### src/rtl/rle1_chan_driver_pkg.sv
// Shared widths and TX state encoding for the rle1 channel driver.
// Everything else in the driver imports this package.
package rle1_chan_pkg;

  localparam int ENC_IN_W  = 2;
  localparam int ENC_OUT_W = 6;
  localparam int DEC_IN_W  = 6;
  localparam int DEC_OUT_W = 2;

  typedef enum logic {
    TX_IDLE = 1'b0,
    TX_LOAD = 1'b1
  } tx_state_e;

endpackage

### src/rtl/rle1_chan_driver_if.sv
// Pin-side rle1 channel bundle: one TX lane towards the DUT, one RX lane back.
// Handshake: a beat transfers on a rising edge where vld && rdy; once vld is
// high, data and vld hold until that edge. rdy may change freely.
interface rle1_chan_driver_if #(
  parameter int TX_W = 2,
  parameter int RX_W = 6
);
  logic [TX_W-1:0] ch_tx_data;
  logic            ch_tx_vld;
  logic            ch_tx_rdy;
  logic [RX_W-1:0] ch_rx_data;
  logic            ch_rx_vld;
  logic            ch_rx_rdy;

  modport master (
    output ch_tx_data, ch_tx_vld, ch_rx_rdy,
    input  ch_tx_rdy, ch_rx_data, ch_rx_vld
  );

  modport slave (
    input  ch_tx_data, ch_tx_vld, ch_rx_rdy,
    output ch_tx_rdy, ch_rx_data, ch_rx_vld
  );
endinterface

### src/rtl/rle1_chan_driver_fifo.sv
// Show-ahead synchronous FIFO; head_o is the oldest entry (0 when empty).
// Pointers carry one extra wrap bit so full and empty are told apart by the MSB.
module chan_sync_fifo #(
  parameter int W     = 2,
  parameter int DEPTH = 8
) (
  input  logic         clk,
  input  logic         rst_n,
  input  logic         push_i,
  input  logic [W-1:0] push_data_i,
  input  logic         pop_i,
  output logic [W-1:0] head_o,
  output logic         full_o,
  output logic         empty_o
);
  localparam int AW = $clog2(DEPTH);

  logic [AW:0]  wr_ptr_q, wr_ptr_d;
  logic [AW:0]  rd_ptr_q, rd_ptr_d;
  logic [W-1:0] mem_q [DEPTH];
  logic         do_push, do_pop;

  assign empty_o = (wr_ptr_q == rd_ptr_q);
  assign full_o  = (wr_ptr_q[AW] != rd_ptr_q[AW]) &&
                   (wr_ptr_q[AW-1:0] == rd_ptr_q[AW-1:0]);
  assign head_o  = empty_o ? '0 : mem_q[rd_ptr_q[AW-1:0]];

  // A push on a full FIFO is dropped even if a pop frees a slot the same edge.
  assign do_push = push_i && !full_o;
  assign do_pop  = pop_i && !empty_o;

  always_comb begin
    wr_ptr_d = wr_ptr_q + {{AW{1'b0}}, do_push};
    rd_ptr_d = rd_ptr_q + {{AW{1'b0}}, do_pop};
  end

  always_ff @(posedge clk or negedge rst_n) begin
    if (!rst_n) begin
      wr_ptr_q <= '0;
      rd_ptr_q <= '0;
    end else begin
      wr_ptr_q <= wr_ptr_d;
      rd_ptr_q <= rd_ptr_d;
    end
  end

  always_ff @(posedge clk) begin
    if (do_push) mem_q[wr_ptr_q[AW-1:0]] <= push_data_i;
  end
endmodule

### src/rtl/rle1_chan_driver.sv
// Host-side initiator for an rle1 channel: TX FIFO feeding a registered
// output stage, RX FIFO capturing the return lane, sticky err and beat counters.
module rle1_chan_driver
  import rle1_chan_pkg::*;
#(
  parameter int TX_W  = ENC_IN_W,
  parameter int RX_W  = ENC_OUT_W,
  parameter int DEPTH = 8
) (
  input  logic              clk,
  input  logic              reset_n,
  input  logic              run,
  input  logic              host_wr_en,
  input  logic [TX_W-1:0]   host_wr_data,
  output logic              host_full,
  input  logic              host_rd_en,
  output logic [RX_W-1:0]   host_rd_data,
  output logic              host_empty,
  output logic              err,
  input  logic              err_clr,
  output logic [15:0]       tx_count,
  output logic [15:0]       rx_count,
  output tx_state_e         tx_state,
  rle1_chan_driver_if.master ch
);
  tx_state_e       state_q, state_d;
  logic [TX_W-1:0] data_q, data_d;
  logic [TX_W-1:0] tx_head;
  logic            tx_empty, tx_full, tx_load, tx_hs;
  logic            rx_full, rx_cap, rx_en_q;
  logic            err_q, err_d;
  logic [15:0]     tx_count_q, rx_count_q;

  chan_sync_fifo #(.W(TX_W), .DEPTH(DEPTH)) u_tx_fifo (
    .clk(clk), .rst_n(reset_n),
    .push_i(host_wr_en), .push_data_i(host_wr_data),
    .pop_i(tx_load), .head_o(tx_head),
    .full_o(tx_full), .empty_o(tx_empty)
  );

  chan_sync_fifo #(.W(RX_W), .DEPTH(DEPTH)) u_rx_fifo (
    .clk(clk), .rst_n(reset_n),
    .push_i(rx_cap), .push_data_i(ch.ch_rx_data),
    .pop_i(host_rd_en), .head_o(host_rd_data),
    .full_o(rx_full), .empty_o(host_empty)
  );

  assign ch.ch_tx_vld  = (state_q == TX_LOAD);
  assign ch.ch_tx_data = data_q;
  assign tx_hs         = ch.ch_tx_vld && ch.ch_tx_rdy;
  // rx_en_q keeps rdy low while reset is held and for the first edge after.
  assign ch.ch_rx_rdy  = rx_en_q && !rx_full;
  assign rx_cap        = ch.ch_rx_vld && ch.ch_rx_rdy;

  assign host_full = tx_full;
  assign err       = err_q;
  assign tx_count  = tx_count_q;
  assign rx_count  = rx_count_q;
  assign tx_state  = state_q;

  always_comb begin
    state_d = state_q;
    data_d  = data_q;
    tx_load = 1'b0;
    case (state_q)
      TX_IDLE: begin
        if (run && !tx_empty) begin
          tx_load = 1'b1;
          state_d = TX_LOAD;
        end
      end
      TX_LOAD: begin
        // run only gates the next load; the presented symbol waits for rdy.
        if (tx_hs) begin
          if (run && !tx_empty) tx_load = 1'b1;
          else                  state_d = TX_IDLE;
        end
      end
      default: state_d = TX_IDLE;
    endcase
    if (tx_load) data_d = tx_head;
  end

  always_comb begin
    err_d = err_q;
    if (err_clr) err_d = 1'b0;
    if ((host_wr_en && tx_full) || (host_rd_en && host_empty)) err_d = 1'b1;
  end

  always_ff @(posedge clk or negedge reset_n) begin
    if (!reset_n) begin
      state_q    <= TX_IDLE;
      data_q     <= '0;
      rx_en_q    <= 1'b0;
      err_q      <= 1'b0;
      tx_count_q <= '0;
      rx_count_q <= '0;
    end else begin
      state_q <= state_d;
      data_q  <= data_d;
      rx_en_q <= 1'b1;
      err_q   <= err_d;
      if (tx_hs)  tx_count_q <= tx_count_q + 16'd1;
      if (rx_cap) rx_count_q <= rx_count_q + 16'd1;
    end
  end
endmodule

### src/flat_wrapper.sv
// flat-port wrapper written by rule: the top's interface ports become plain ports
module rle1_chan_driver_flat import rle1_chan_pkg::*;
#(
  parameter int TX_W  = ENC_IN_W,
  parameter int RX_W  = ENC_OUT_W,
  parameter int DEPTH = 8
)
  (clk, reset_n, run, host_wr_en, host_wr_data, host_full, host_rd_en, host_rd_data, host_empty, err, err_clr, tx_count, rx_count, tx_state, ch_ch_tx_data, ch_ch_tx_vld, ch_ch_rx_rdy, ch_ch_tx_rdy, ch_ch_rx_data, ch_ch_rx_vld);
  rle1_chan_driver_if #(.TX_W(TX_W), .RX_W(RX_W)) ch_i ();
  input  logic clk;
  input  logic reset_n;
  input  logic run;
  input  logic host_wr_en;
  input  logic [TX_W-1:0] host_wr_data;
  output logic host_full;
  input  logic host_rd_en;
  output logic [RX_W-1:0] host_rd_data;
  output logic host_empty;
  output logic err;
  input  logic err_clr;
  output logic [15:0] tx_count;
  output logic [15:0] rx_count;
  output tx_state_e tx_state;
  output wire logic [$bits(ch_i.ch_tx_data)-1:0] ch_ch_tx_data;
  output wire logic [$bits(ch_i.ch_tx_vld)-1:0] ch_ch_tx_vld;
  output wire logic [$bits(ch_i.ch_rx_rdy)-1:0] ch_ch_rx_rdy;
  input wire logic [$bits(ch_i.ch_tx_rdy)-1:0] ch_ch_tx_rdy;
  input wire logic [$bits(ch_i.ch_rx_data)-1:0] ch_ch_rx_data;
  input wire logic [$bits(ch_i.ch_rx_vld)-1:0] ch_ch_rx_vld;
  assign ch_ch_tx_data = ch_i.ch_tx_data;
  assign ch_ch_tx_vld = ch_i.ch_tx_vld;
  assign ch_ch_rx_rdy = ch_i.ch_rx_rdy;
  assign ch_i.ch_tx_rdy = ch_ch_tx_rdy;
  assign ch_i.ch_rx_data = ch_ch_rx_data;
  assign ch_i.ch_rx_vld = ch_ch_rx_vld;
  rle1_chan_driver #(.TX_W(TX_W), .RX_W(RX_W), .DEPTH(DEPTH)) u_core (.clk(clk), .reset_n(reset_n), .run(run), .host_wr_en(host_wr_en), .host_wr_data(host_wr_data), .host_full(host_full), .host_rd_en(host_rd_en), .host_rd_data(host_rd_data), .host_empty(host_empty), .err(err), .err_clr(err_clr), .tx_count(tx_count), .rx_count(rx_count), .tx_state(tx_state), .ch(ch_i));
endmodule
### config.mk
export PLATFORM = sky130hd
export DESIGN_NAME = rle1_chan_driver_flat
export DESIGN_NICKNAME = d
export VERILOG_FILES = /design/src/rtl/rle1_chan_driver_pkg.sv /design/src/rtl/rle1_chan_driver_if.sv /design/src/rtl/rle1_chan_driver_fifo.sv /design/src/rtl/rle1_chan_driver.sv /design/src/flat_wrapper.sv
export SDC_FILE = /design/constraint.sdc
export NUM_CORES = 1
export LEC_CHECK = 0
export ABC_AREA = 1
export CAP_MARGIN = 20
export CORE_ASPECT_RATIO = 0.75
export CORE_MARGIN = 5
export CORE_UTILIZATION = 37
export CTS_BUF_LIST = sky130_fd_sc_hd__clkbuf_8
export CTS_CLUSTER_DIAMETER = 30
export CTS_CLUSTER_SIZE = 20
export DETAILED_ROUTE_END_ITERATION = 10
export PLACE_DENSITY = 0.58
export SLEW_MARGIN = 20
export SYNTH_ARGS = -nofsm -noshare
export SYNTH_HDL_FRONTEND = slang
export SYNTH_SLANG_ARGS = --single-unit
### constraint.sdc
create_clock -name clk -period 2.6 [get_ports clk]
set_input_delay 0.39 -clock clk [delete_from_list [all_inputs] [get_ports clk]]
set_output_delay 0.39 -clock clk [all_outputs]
set_load 0.03 [all_outputs]
==> results.md <==
- Met3 wire len: 598 µm
- Pleak: 2.77 nW
- Die W: 149 µm
- Ys flop type: edfxtp_1
- Status: finished, final reports clean
- Area of the core: 14300 µm²
- Main combinational cell family by area after synthesis: simple AND/OR/NAND/NOR gates
- Synth cell count leaders: 141 x nand2_1, 67 x nor2_1, 64 x edfxtp_1
- DIE AREA: 17000 µm²
- Mean routed wirelength per cell: 13.7 µm
- Min Tclk post-route: 2.46 ns
- Vias post-DR: 3901
- Yosys top cell by area: edfxtp_1
- Hold Crit Class: input port to asynchronous set/reset pin
- Req. time, crit path: 2.21 ns
- Startpoint types: flop
- Avg Cell Area, Syn: 9.84 µm²
- Layout cells sized above 1: 0.114
- Count leader, synth: nand2_1
- CP Max Fanout: 24
- Setup TNS: 0 ns
- Gp weighted congestion: 0.883
- Simple-gate share of the synthesized area: 0.210
- Clock Latency Late Sink: 0.43 ns
- Largest net degree at the start of global routing: 54
- Routed length on met2: 5370 µm
- Synth top area share: 0.360
- Post-synthesis sequential area ratio: 0.608
- Root Buffer: clkbuf_8
- Yosys cell types: 31
- First-pass iteration count of the detailed router: 4
- Grt total ovfl: 0
- Rows: 38
- Pwr dens: 1050 nW/µm²
- Asr flop ratio synth: 0.453
- Post-synthesis mux area share: 0
- Initial DRC count: 245
- Synth Warn #: 0
- Synthesis-to-layout area growth: 25.2%
- Post-Synth XOR/XNOR Area: 0.0492
- #FFs+latches synth: 117
- Dpl hpwl: 8270 µm
- VDD IR max: 0.489 mV
- Syn nets: 569
- Crit path DAT: 2.07 ns
- Post-synth EDFFs: 64
- Drc violations: 0
- Total GRT Usage: 0.145
- Initial Utilization: 0.373
- # nets final: 652
- Max Slew Vio Count: 0
- F_max: 0.407 GHz
- Synth Area in Compound Gates: 0.0609
- Synth Area in Adders: 0.0234
- Num ports: 62
- Die Ht: 114 µm
- RSZ-0062 raised after global routing: no
- Global-route wire length before repair: 19400 µm
- Top sig layer: met4
- CTS tree: built
- Final setup fails: 0
- PortBufs: 61
- Antenna Cells: 0
- Max Cap Viol: 0
- Max H-tree Level: 4
- Initial antenna violation count: 0
- Via/cell ratio: 4.65
- Final Hold Violating Endpoints: 0
- Post-CTS Setup Repair Bufs: 0
- Clk_skew: 0.00895 ns
- Register clock-pin slew on the reported worst setup and hold paths: 0.07 ns
- Wire length on met1: 5440 µm
- Final Cycle Share: 0.946
- Gate Count Post-Synth: 543
- Antenna Nets Post-Route: 0
- Crit Path Category: flop to primary output
- Total power: 7.04 mW
- CTS Buf Count: 17
- Vias in the first global route: 3903
- Setup crit end kind: primary output
- CTS sink cnt: 117
- Drt total wl: 11500 µm
- Synthesized area: 5340 µm²
- Max clock buf depth: 2
- Area contributors post-synth: edfxtp_1 36%, dfrtp_1 25%, nand2_1 9.9%, nor2_1 4.7%, o21ai_0 3.9%
## layout make-up
type / count / area [µm²]
fillers: 1367 / 7620
flip-flops and latches: 117 / 3250
multi-input cells: 369 / 1840
repair buffers: 80 / 754
well taps: 200 / 250
clock buffers: 17 / 234
clock inverters: 15 / 205
inverters: 41 / 156
## final timing paths
check                                                   from                      endpoint  slack [ns]  cells after the start
worst max-delay path            u_core.u_rx_fifo.rd_ptr_q[0]               host_rd_data[0]        0.14                      8
worst min-delay path                                 reset_n            u_core.rx_count[5]        0.48                      3
worst max register to register  u_core.u_rx_fifo.rd_ptr_q[1]  u_core.u_rx_fifo.mem_q[7][1]        0.58                      7
worst min register to register       u_core.ch.ch_tx_data[0]       u_core.ch.ch_tx_data[0]        0.49                      2
max in group asynchronous                            reset_n  u_core.u_tx_fifo.rd_ptr_q[1]        1.85                      3
min in group clk                     u_core.ch.ch_tx_data[0]       u_core.ch.ch_tx_data[0]        0.49                      2
## flip-flops by register name, indices dropped and copies added, names as in the netlist, 4 cells and up
register	cells
u_core.u_rx_fifo.rd_ptr_q	4
u_core.tx_count	16
u_core.rx_count	16
u_core.u_tx_fifo.rd_ptr_q	4
u_core.u_tx_fifo.wr_ptr_q	4
u_core.u_rx_fifo.wr_ptr_q	4
u_core.u_tx_fifo.mem_q	16
u_core.u_rx_fifo.mem_q	48
## worst max-delay path, cell delays in order, from the launching register on
cell and delay [ns]:
dfrtp_1 0.42, buf_4 0.18, inv_1 0.08, buf_8 0.17, nor2_1 0.05, o22ai_1 0.22, nand2_1 0.07, a21oi_1 0.25
buf_4 0.21
## cell usage in the layout, fill, tap and decap left out, types with 2 or more instances in the layout
master and count:
a21oi_1 8, buf_4 23, bufinv_16 4, clkbuf_8 17, clkdlybuf4s50_1 51, clkinv_2 2, clkinv_4 4, clkinvlp_4 3
dfrtp_1 51, dfrtp_2 2, edfxtp_1 64, ha_1 10, inv_1 38, inv_2 2, inv_6 2, nand2_1 141
nand2_2 3, nand3_1 26, nand3b_1 2, nand4_1 4, nor2_1 67, nor2_2 3, nor3_1 15, o21ai_0 42
o22ai_1 12, xnor2_1 18, xor2_1 12
## timing repair
action | in CTS | in global routing
hold buffers | 1 | 0
gates resized for setup | 3 | 3
pin swaps | 0 | 0
endpoints found under the setup margin | 2 | 3
hold endpoints to repair | 53 | 0
## stage by stage
step                      area [µm²]  utilization  setup slack [ns]  hold WS (ns)  std cells
final                           6690        0.467             0.140         0.479        839
after global routing            6690        0.467           0.00492         0.499        839
after CTS                       6680        0.467            0.0344         0.469        839
after detailed placement        6230        0.435             0.421         0.407        806
after global placement          6230        0.435             0.438         0.406        806
after floorplan                 5340            -             0.640        0.0944        543
## metal layers
metal  vias to the layer above  global-route usage
li1                       1967                   -
met1                      1848               0.200
met2                        77               0.222
met3                         9              0.0439
met4                         0              0.0482
met5                         -                   0
## power by group
part	switching, mW	internal, mW
clock	0.781	1.05
combinational	1.59	0.960
sequential	0.356	2.30
total	2.73	4.31
## kinds of logic after synthesis
logic type / Yosys count
and+or+nand+nor: 266
DFF: 117
AOI/OAI and AO/OA: 62
buffers and inverters: 57
xor gates and xnor gates: 30
adders and majority gates: 10
other: 1
Note: power is estimated with default switching activity, not from simulation.
